<file path="src/rtl/alu.sv">
// 16-bit registered ALU: the result and flags are computed combinationally from the
// current inputs and captured on every rising clock edge (one-cycle latency, no handshake).
module alu (
    input  logic        clk,
    input  logic        reset,
    input  logic [15:0] input1,
    input  logic [15:0] input2,
    input  logic [4:0]  op,
    input  logic [4:0]  inFlags,
    output logic [15:0] result,
    output logic [4:0]  outFlags
);

    localparam logic [4:0] OP_ADD   = 5'd1;
    localparam logic [4:0] OP_ADDU  = 5'd2;
    localparam logic [4:0] OP_ADDC  = 5'd3;
    localparam logic [4:0] OP_ADDCU = 5'd4;
    localparam logic [4:0] OP_SUB   = 5'd5;
    localparam logic [4:0] OP_CMP   = 5'd6;
    localparam logic [4:0] OP_CMPU  = 5'd7;
    localparam logic [4:0] OP_AND   = 5'd8;
    localparam logic [4:0] OP_OR    = 5'd9;
    localparam logic [4:0] OP_XOR   = 5'd10;
    localparam logic [4:0] OP_NOT   = 5'd11;
    localparam logic [4:0] OP_LSH   = 5'd12;
    localparam logic [4:0] OP_RSH   = 5'd13;
    localparam logic [4:0] OP_ALSH  = 5'd14;
    localparam logic [4:0] OP_ARSH  = 5'd15;

    // Flag bit positions within outFlags
    localparam int FC = 0;
    localparam int FL = 1;
    localparam int FF = 2;
    localparam int FZ = 3;
    localparam int FN = 4;

    logic [15:0] result_q, result_d;
    logic [4:0]  flags_q, flags_d;

    logic [16:0] sum;
    logic [16:0] diff;
    logic        cin;
    logic        add_ovf;
    logic        sub_ovf;
    logic        signed_lt;
    logic        zn_valid;

    assign cin  = (op == OP_ADDC || op == OP_ADDCU) ? inFlags[0] : 1'b0;
    assign sum  = {1'b0, input1} + {1'b0, input2} + {16'd0, cin};
    // Bit 16 of the 17-bit difference is the unsigned borrow (A < B)
    assign diff = {1'b0, input1} - {1'b0, input2};

    assign add_ovf   = (input1[15] == input2[15]) && (sum[15] != input1[15]);
    assign sub_ovf   = (input1[15] != input2[15]) && (diff[15] != input1[15]);
    assign signed_lt = $signed(input1) < $signed(input2);

    always_comb begin
        result_d = 16'h0000;
        flags_d  = 5'b00000;
        zn_valid = 1'b1;
        unique case (op)
            OP_ADD, OP_ADDC: begin
                result_d    = sum[15:0];
                flags_d[FC] = sum[16];
                flags_d[FF] = add_ovf;
            end
            OP_ADDU, OP_ADDCU: begin
                result_d    = sum[15:0];
                flags_d[FC] = sum[16];
                flags_d[FF] = sum[16];
            end
            OP_SUB: begin
                result_d    = diff[15:0];
                flags_d[FC] = diff[16];
                flags_d[FF] = sub_ovf;
            end
            OP_CMP: begin
                zn_valid    = 1'b0;
                flags_d[FZ] = (input1 == input2);
                flags_d[FN] = signed_lt;
                flags_d[FL] = !signed_lt && (input1 != input2);
            end
            OP_CMPU: begin
                zn_valid    = 1'b0;
                flags_d[FZ] = (input1 == input2);
                flags_d[FN] = diff[16];
                flags_d[FL] = !diff[16] && (input1 != input2);
            end
            OP_AND:          result_d = input1 & input2;
            OP_OR:           result_d = input1 | input2;
            OP_XOR:          result_d = input1 ^ input2;
            OP_NOT:          result_d = ~input1;
            OP_LSH, OP_ALSH: result_d = {input1[14:0], 1'b0};
            OP_RSH:          result_d = {1'b0, input1[15:1]};
            OP_ARSH:         result_d = {input1[15], input1[15:1]};
            default:         zn_valid = 1'b0;
        endcase
        if (zn_valid) begin
            flags_d[FZ] = (result_d == 16'h0000);
            flags_d[FN] = result_d[15];
        end
    end

    always_ff @(posedge clk or posedge reset) begin
        if (reset) begin
            result_q <= 16'h0000;
            flags_q  <= 5'b00000;
        end else begin
            result_q <= result_d;
            flags_q  <= flags_d;
        end
    end

    assign result   = result_q;
    assign outFlags = flags_q;

endmodule

</file>
<file path="config.mk">
export PLATFORM = sky130hd
export DESIGN_NAME = alu
export DESIGN_NICKNAME = d
export VERILOG_FILES = /design/src/rtl/alu.sv
export SDC_FILE = /design/constraint.sdc
export NUM_CORES = 1
export LEC_CHECK = 0
export CAP_MARGIN = 10
export CORE_UTILIZATION = 40
export DETAILED_ROUTE_END_ITERATION = 8
export PLACE_DENSITY_LB_ADDON = 0.3
export SLEW_MARGIN = 30
export SYNTH_ARGS = -nofsm -noshare
export SYNTH_HDL_FRONTEND = slang
export SYNTH_SLANG_ARGS = --single-unit
</file>
<file path="constraint.sdc">
create_clock -name clk -period 1.6 [get_ports clk]
set_clock_uncertainty 0.2 [all_clocks]
set_input_delay 0.24 -clock clk [delete_from_list [all_inputs] [get_ports clk]]
set_output_delay 0.24 -clock clk [all_outputs]
set_load 0.05 [all_outputs]
</file>
==> Word-level counts from Yosys, hierarchy flattened <==
Index checks and enable logic that the tools add are counted.
{ "word_totals": {"regBits": 21, "inputBits": 44, "out_inout_bits": 21, "word_cells": 52} }
{ "op_classes": {"addsub": 3, "magnitude_cmp": 1, "eq_ne": 21, "muxes": 8, "bitwise_logic": 4, "n_reduce_logical": 13} }
{ "ops": {"columns": ["cell", "n"], "rows": [
  ["case mux 16 bit (9 select lines)", 1],
  ["equality test 5 x 4 -> 1 bit, second input constant", 8],
  ["equality test 5 x 3 -> 1 bit, second input constant", 4],
  ["adder 16 x 16 -> 17 bit", 1],
  ["adder 17 x 1 -> 17 bit", 1],
  ["subtractor 16 x 16 -> 17 bit", 1],
  ["bitwise AND 16 bit", 1],
  ["equality test 16 bit", 1],
  ["logical NOT 16 bit", 1],
  ["< comparator 16 bit", 1],
  ["inequality test 16 bit", 1],
  ["inverter 16 bit", 1],
  ["bitwise OR 16 bit", 1],
  ["bitwise XOR 16 bit", 1],
  ["OR reduction 13 bit", 1],
  ["equality test 5 x 2 -> 1 bit, second input constant", 2],
  ["OR reduction 2 bit", 3],
  ["equality test 5 x 1 -> 1 bit, second input constant", 1],
  ["logical AND 1 bit", 4],
  ["case mux 1 bit (2 select lines)", 2],
  ["case mux 2 bit (2 select lines)", 1],
  ["OR reduction 4 bit", 1],
  ["inequality test 1 bit", 3],
  ["case mux 1 bit (3 select lines)", 1],
  ["5 further kinds", 7]
]} }

==> Longest topological paths before layout <==
Gate-level depths: netlist (run 1).
{ "depth": {"word_depth": 7, "ltp_mapped": 18, "ltp_nobuf": 16} }

==> Worst setup path after synthesis (run 1) <==
No wires, ideal clock.
{ "synth_path": {"path_type": "input-to-reg", "from": "input op[2]", "to": "register flags_q[3], in the netlist outFlags[3]", "t_arrival_ns": 3.805, "required_ns": 1.317, "setup_slack_ns": -2.488, "cell_stages": 16, "n_path_buf": 2, "cell_sequence": "clkbuf_1 -> buf_1 -> nand2_1 -> o21ai_0 -> nand3_1 -> fa_1 -> fa_1 -> nand3b_1 -> nand2_1 -> a221oi_1 -> a221oi_1 -> o211ai_1 -> nand4bb_1 -> or4b_1 -> or4b_1 -> o22ai_1"} }
{ "synth_between": {"elab_chain_cells": 7} }
{ "synth_rtl": {"columns": ["item", "line_no", "source"], "rows": [
  ["from (decl)", "8", "input logic [4:0] op,"],
  ["equality test 5 x 2 -> 1 bit or equality test 5 x 3 -> 1 bit (tied branches)", "48, 61", null],
  ["logical OR 1 bit", "48", "assign cin = (op == OP_ADDC || op == OP_ADDCU) ? inFlags[0] : 1'b0;"],
  ["two-way mux 1 bit", "48", null],
  ["adder 17 x 1 -> 17 bit", "49", "assign sum = {1'b0, input1} + {1'b0, input2} + {16'd0, cin};"],
  ["case mux 16 bit (9 select lines) (*)", "61", "unique case (op)"],
  ["named net result_d[6]", "37", "logic [15:0] result_q, result_d;"],
  ["logical NOT 16 bit (*)", "99", "flags_d[FZ] = (result_d == 16'h0000);"],
  ["two-way mux 2 bit (*)", "98", "if (zn_valid) begin"],
  ["named net flags_d[3]", "38", "logic [4:0] flags_q, flags_d;"],
  ["to (signal assigned)", "110", "flags_q <= flags_d;"],
  ["to (decl)", "38", null]
]} }
Mark *: on every way through the listed nets, which the timed path passes. The rest lies on a longest branch.

==> Final worst setup path (run 1) <==
{ "layout_path": {"from": "input op[1]", "to": "register flags_q[3], in the netlist outFlags[3]"} }
Same word-level chain as after synthesis.

==> impl_metrics.yaml, run 1 <==
yosys:
  yosysTopAreaCell: "ha_1"
  ys.flop_type: "dfrtp_1"
  netlist_instances: 472
  synthTopCellsByArea: "ha_1, dfrtp_1, a21oi_1"
  yosys_warnings: 0
  ys_seq_area_share_pct: 14.69
  synth_area_sq_um: 3578
  syn_nets: 567
  asyncSetResetFlopFracSynth_pct: 100.0
  yosys_register_bits: 21
  ys_types: 69
  synth_top_area_share_pct: 16.78
  syn_avg_cell_area_sq_um: 7.581
  synth-edff-count: 0
cells_and_area:
  fillers: 599
  antenna_cells: 0
  layout_commonest_cell: "buf_4"
  nNetsFinal: 819
  drive_gt1_share_pct: 50.48
  final_cell_mix: "buf_4, inv_1, ha_1"
  area_growth_pct: 91.05
setup_path:
  end_kind: "flop"
  crit_buf_inv: 1
  crit_family: "simple AND/OR/NAND/NOR gates"
  critical_path.cell_chain: "buf_8 > nor2_4 > nand2_2 > o21ai_2 > nand3_2 > fa_2 > fa_2 > nand3b_1 > nand2_2 > a221oi_4 > a221oi_2 > o211ai_1 > nand4bb_1 > or4b_4 > or4b_4 > o22ai_2"
  start_kind: "primary input"
  cp_slowest_cell: "or4b_4"
  worstPathArrival_ps: 3670
  critPathMaxStageDelay_ps: 500
  worstSetupPathType: "primary input to flop"
  crit_fanout: 4
  required_ps: 1570
global_routing:
  grt_pass1_vias: 4742
  grt_pass1_wl_mm: 23.53
  grt_max_degree: 23
  grt-ovfl-total: 0
  track_usage_pct: 33.04
  antenna_found_initial: 0
timing:
  clock.fmax_ghz: 0.2707
  relSlewSlack_pct: 69.76
  period_minus_slack_ps: 3695
  period_share_pct: 230.9
  worst_slew_pin_slew_ps: 453.6
  finalHoldViolations: 0
  rsz0062_at_grt: "true"
  hold_slack_ps: 143.8
  setup-tns-final_ps: -23580
  finalMaxSlewViolations: 0
  fin_ws_ps: -2095
  setup_violations: 21
clock_tree:
  clkSinkCount: 21
  path_clk_slew_ps: 70
  htreeDepth: 1
  cts_tree: "built"
  cts_made_buffers: 3
  clock_path_buffers: 2
  cts_root_buf: "clkbuf_8"
  cts-hold-fix-buffers: 0
routing:
  via_count: 4964
  viasPerCell: 5.974
  drt_wl_total_mm: 16.17
  drt-pass1-iter-count: 5
  postRouteAntennaNets: 0
  drtIter0Drc: 417
  drc: 0
  wl_per_cell_um: 19.46
power_and_ir_drop:
  power_density_nw_per_um2: 515.9
  peakVddDrop_mv: 0.2866
  p_leak_nw: 3.247
run:
  max-cap-violations: 0
floorplan:
  die-area_sq_um: 9329
  die_h_um: 96.59
  rows: 34
  fp.dieW_um: 96.59
  io-pin-count: 65
  core-area_sq_um: 8678
  initial_core_util_pct: 41.23
place:
  io_buffers: 60
  gp_congestion: 1.012
  dp_slack_ps: -2750
  dp_hpwl_mm: 11.68
run_status:
  outcome: "finished with violations"
  violations: "setup timing"
hold_path:
  hold_class: "primary input to asynchronous set/reset pin"
sequential cells by signal (all words and copies together), names as in the netlist:
name and flops:
result 16, outFlags 5
metal layers:
| layer | track usage (%) | routed length, um |
|---|---|---|
| met3 | 4.304 | 1296 |
| met1 | 41.12 | 6433 |
| met4 | 15.07 | 619 |
| met2 | 56.46 | 7821 |
| met5 | 0 | 0 |
cell usage after synthesis, types with 3 or more instances:
master and n:
nor4_1 3, a21o_1 6, nor2_1 35, buf_2 7
xnor2_1 4, nor2b_1 5, o21bai_1 6, dfrtp_1 21
or3_1 3, o211ai_1 4, o41ai_1 4, buf_1 3
nand2_1 32, fa_1 3, nand3_1 15, o22ai_1 17
mux2i_1 18, a22oi_1 12, nor3_1 7, nor3b_1 3
inv_1 50, o221ai_1 5, o21ai_0 19, nand2b_1 9
a21oi_1 39, a221oi_1 12, a31oi_1 5, ha_1 48
clkbuf_1 19, o221a_2 4
power breakdown:
part           internal (mW)  leakage, nW  switching [mW]  total [mW]
registers              0.591        0.272          0.0499       0.641
clock network          0.173       0.0255           0.158       0.331
logic                   1.30         2.95            1.26        2.56
through the flow:
stage          cells  util (%)  power (mW)  instance area [sq um]
2_1_floorplan    472         -       1.637                   3727
3_3_place_gp     796     68.11       2.721                   5911
3_5_place_dp     796     68.11       2.758                   5911
4_1_cts          822     75.62       3.342                   6563
5_1_grt          831     78.78       3.696                   6837
6_report         831     78.78       3.527                   6837
path summary, 6_finish.rpt:
| path | cells past startpoint | startpoint | to |
|---|---|---|---|
| min in group clk | 5 | op[3] | outFlags[2]$_DFF_PP0_ |
| setup / recovery | 16 | op[1] | outFlags[3]$_DFF_PP0_ |
| hold / removal | 3 | reset | outFlags[1]$_DFF_PP0_ |
| max in group asynchronous | 3 | reset | result[8]$_DFF_PP0_ |
area by class of cell:
type	instances	area (sq um)	share of cell area, %
tap	108	135.1	1.977
clock buffer	3	41.29	0.6040
sequential	21	525.5	7.687
inverter	50	195.2	2.855
timing repair buffer	277	2537	37.12
clock inverter	1	5.005	0.07321
multi-input combinational	371	3397	49.69
kinds of logic (layout without fill, tap and decap cells):
kind of cell	after synthesis	count (layout)	share of synthesized area, %
compound gates	163	163	32.10
xor+xnor	5	5	1.224
flops	21	21	14.69
simple gates	133	133	19.02
buf+inv	80	331	8.846
mux	19	19	5.664
fa+ha+maj	51	51	18.46
timing repair:
action / in CTS / in global routing
setup buffers: 25 / 11
gates cloned: 0 / 1
setup endpoints to repair: 21 / 21
pin swaps: 50 / 34
gates resized for setup: 156 / 44
No activity file was read; power rests on OpenSTA's default activity.
==> run 2: changes to the inputs <==
--- a/config.mk
+++ b/config.mk
@@ -5,10 +5,9 @@
 export SDC_FILE = /design/constraint.sdc
 export NUM_CORES = 1
 export LEC_CHECK = 0
-export CAP_MARGIN = 10
+export CAP_MARGIN = 20
 export CORE_UTILIZATION = 40
 export DETAILED_ROUTE_END_ITERATION = 8
-export PLACE_DENSITY_LB_ADDON = 0.3
 export SLEW_MARGIN = 30
 export SYNTH_ARGS = -nofsm -noshare
 export SYNTH_HDL_FRONTEND = slang
==> impl_metrics.yaml, run 2 (synthesis gave the netlist of run 1 again) <==
timing:
  relSlewSlack_pct: 64.48
  finalMaxSlewViolations: 0
  period_minus_slack_ps: 3618
  clock.fmax_ghz: 0.2764
  period_share_pct: 226.1
  rsz0062_at_grt: "true"
  fin_ws_ps: -2018
  finalHoldViolations: 0
  worst_slew_pin_slew_ps: 527.3
  setup_violations: 21
routing:
  via_count: 5120
  postRouteAntennaNets: 0
  wl_per_cell_um: 19.80
  viasPerCell: 6.095
  drtIter0Drc: 466
  drt-pass1-iter-count: 5
  drt_wl_total_mm: 16.64
  drc: 0
power_and_ir_drop:
  pwr-share-comb_pct: 73.2
  power.switching_mw: 1.541
  power_density_nw_per_um2: 528.3
  power.share.switching_pct: 42.15
  p_leak_nw: 3.294
  power_frac_seq_pct: 17.5
  clkPwrFrac_pct: 9.3
  peakVddDrop_mv: 0.2435
  p_int_mw: 2.114
cells_and_area:
  nNetsFinal: 828
  antenna_cells: 0
  drive_gt1_share_pct: 51.64
  final_cells: 840
  multi_input_area_sq_um: 3421
  layout_commonest_cell: "buf_4"
  final_cell_mix: "buf_4, ha_1, inv_1"
  area_growth_pct: 93.36
  fin_util_pct: 79.73
  fillers: 530
  regArea_sq_um: 525.5
  stdcell_area_sq_um: 6919
  largest_reg_flops: 16
setup_path:
  startpoint: "op[1]"
  end_kind: "flop"
  start_kind: "primary input"
  worstPathArrival_ps: 3600
  crit_fanout: 4
  endpoint: "outFlags[3]$_DFF_PP0_"
  required_ps: 1580
  worstSetupPathType: "primary input to flop"
clock_tree:
  cts_tree: "built"
  clkSinkCount: 21
  clock_path_buffers: 2
  cts_root_buf: "clkbuf_8"
  cts_made_buffers: 3
  htreeDepth: 1
  path_clk_slew_ps: 70
  cts-hold-fix-buffers: 0
floorplan:
  core-area_sq_um: 8678
  die-area_sq_um: 9329
  die_h_um: 96.59
  initial_core_util_pct: 41.23
  rows: 34
  io-pin-count: 65
  fp.dieW_um: 96.59
hold_path:
  hold_class: "primary input to asynchronous set/reset pin"
run:
  max-cap-violations: 0
global_routing:
  grt_pass1_vias: 5013
  grt_pass1_wl_mm: 24.85
  antenna_found_initial: 0
  grt-ovfl-total: 0
  grt_max_degree: 36
  track_usage_pct: 35.30
place:
  gp_congestion: 0.9947
  placed_cell_area_sq_um: 5926
  dp_hpwl_mm: 11.24
  placed_cells: 798
  io_buffers: 60
  dp_slack_ps: -2727
run_status:
  outcome: "finished with violations"
  violations: "setup timing"
## run 2: changes by cell type in the layout (fill, tap and decap cells not counted), moves of 4 or more
| cell | delta |
|---|---|
| dlygate4sd2_1 | +9 |
| ha_4 | -4 |
| inv_1 | -4 |
| buf_6 | +12 |
| clkdlybuf4s15_2 | -4 |
| inv_2 | +4 |
## run 2: repair_timing
action / CTS / global route
buffers inserted: 34 / 11
pin swaps: 59 / 32
endpoints found under the setup margin: 21 / 21
cloned: 0 / 0
resized for setup: 168 / 29
## run 2: cell type report
type	instances	area share, %
multi-input cells	371	49.44
repair buffers	286	37.59
clock buffers	3	0.5967
inverters	50	2.749
flip-flops and latches	21	7.595
well taps	108	1.953
clock inverters	1	0.07233
## run 2: critical path: stages
cell      delay, ps
buf_8           110
nor2_4          110
nand2_2          60
o21ai_2          60
nand3_2         100
fa_2            380
fa_2            370
nand3b_1        180
nand2_2         120
a221o_1         190
a21o_1          180
o22ai_2          90
nor2_2          130
o21ai_2          80
or4b_1          520
or4b_4          500
o22ai_2         160
## run 2: worst min path at each step
stage / start / to / slack (ps) / cells past startpoint
after floorplan: reset / outFlags[0]$_DFF_PP0_ / 20 / 1
after global placement: reset / result[8]$_DFF_PP0_ / 380 / 3
after detailed placement: reset / outFlags[0]$_DFF_PP0_ / 400 / 3
after CTS: reset / outFlags[0]$_DFF_PP0_ / 110 / 3
after global routing: reset / result[9]$_DFF_PP0_ / 140 / 3
final: reset / result[9]$_DFF_PP0_ / 120 / 3
## run 2: metal layers
metal  vias up  global-route usage (%)  part of all wire, %
met1      2381                   40.67                   37
met4         0                   24.14                  6.9
met2       340                   59.86                   48
met3       120                   5.399                  8.2
li1       2279                       -                    -
met5         -                       0                    0
## run 2: metrics by stage
| stage | power, mW | hold slack, ps | TNS [ps] |
|---|---|---|---|
| finish | 3.655 | 120.4 | -24920 |
| global route | 3.821 | 143.6 | -26190 |
| CTS | 3.463 | 114.1 | -23990 |
| detailed placement | 2.769 | 396.7 | -36830 |
| global placement | 2.724 | 382.9 | -35830 |
| floorplan | 1.637 | 16.53 | -21510 |
## run 2: power by group through the flow
stage / logic [mW] / clock network [mW] / registers (mW)
2_1_floorplan: 0.805 / 0 / 0.832
3_3_place_gp: 2.08 / 0 / 0.648
3_5_place_dp: 2.12 / 0 / 0.651
4_1_cts: 2.48 / 0.344 / 0.641
5_1_grt: 2.80 / 0.377 / 0.645
6_report: 2.67 / 0.341 / 0.640
==> run 3: changes to the inputs <==
--- a/config.mk
+++ b/config.mk
@@ -7,7 +7,9 @@
 export LEC_CHECK = 0
 export CAP_MARGIN = 20
 export CORE_UTILIZATION = 40
+export CTS_BUF_LIST = sky130_fd_sc_hd__clkbuf_8
 export DETAILED_ROUTE_END_ITERATION = 8
+export SETUP_SLACK_MARGIN = 0.02
 export SLEW_MARGIN = 30
 export SYNTH_ARGS = -nofsm -noshare
 export SYNTH_HDL_FRONTEND = slang
==> results of run 3 <==
Final layout, timing and power as in run 2 (identical DEF).
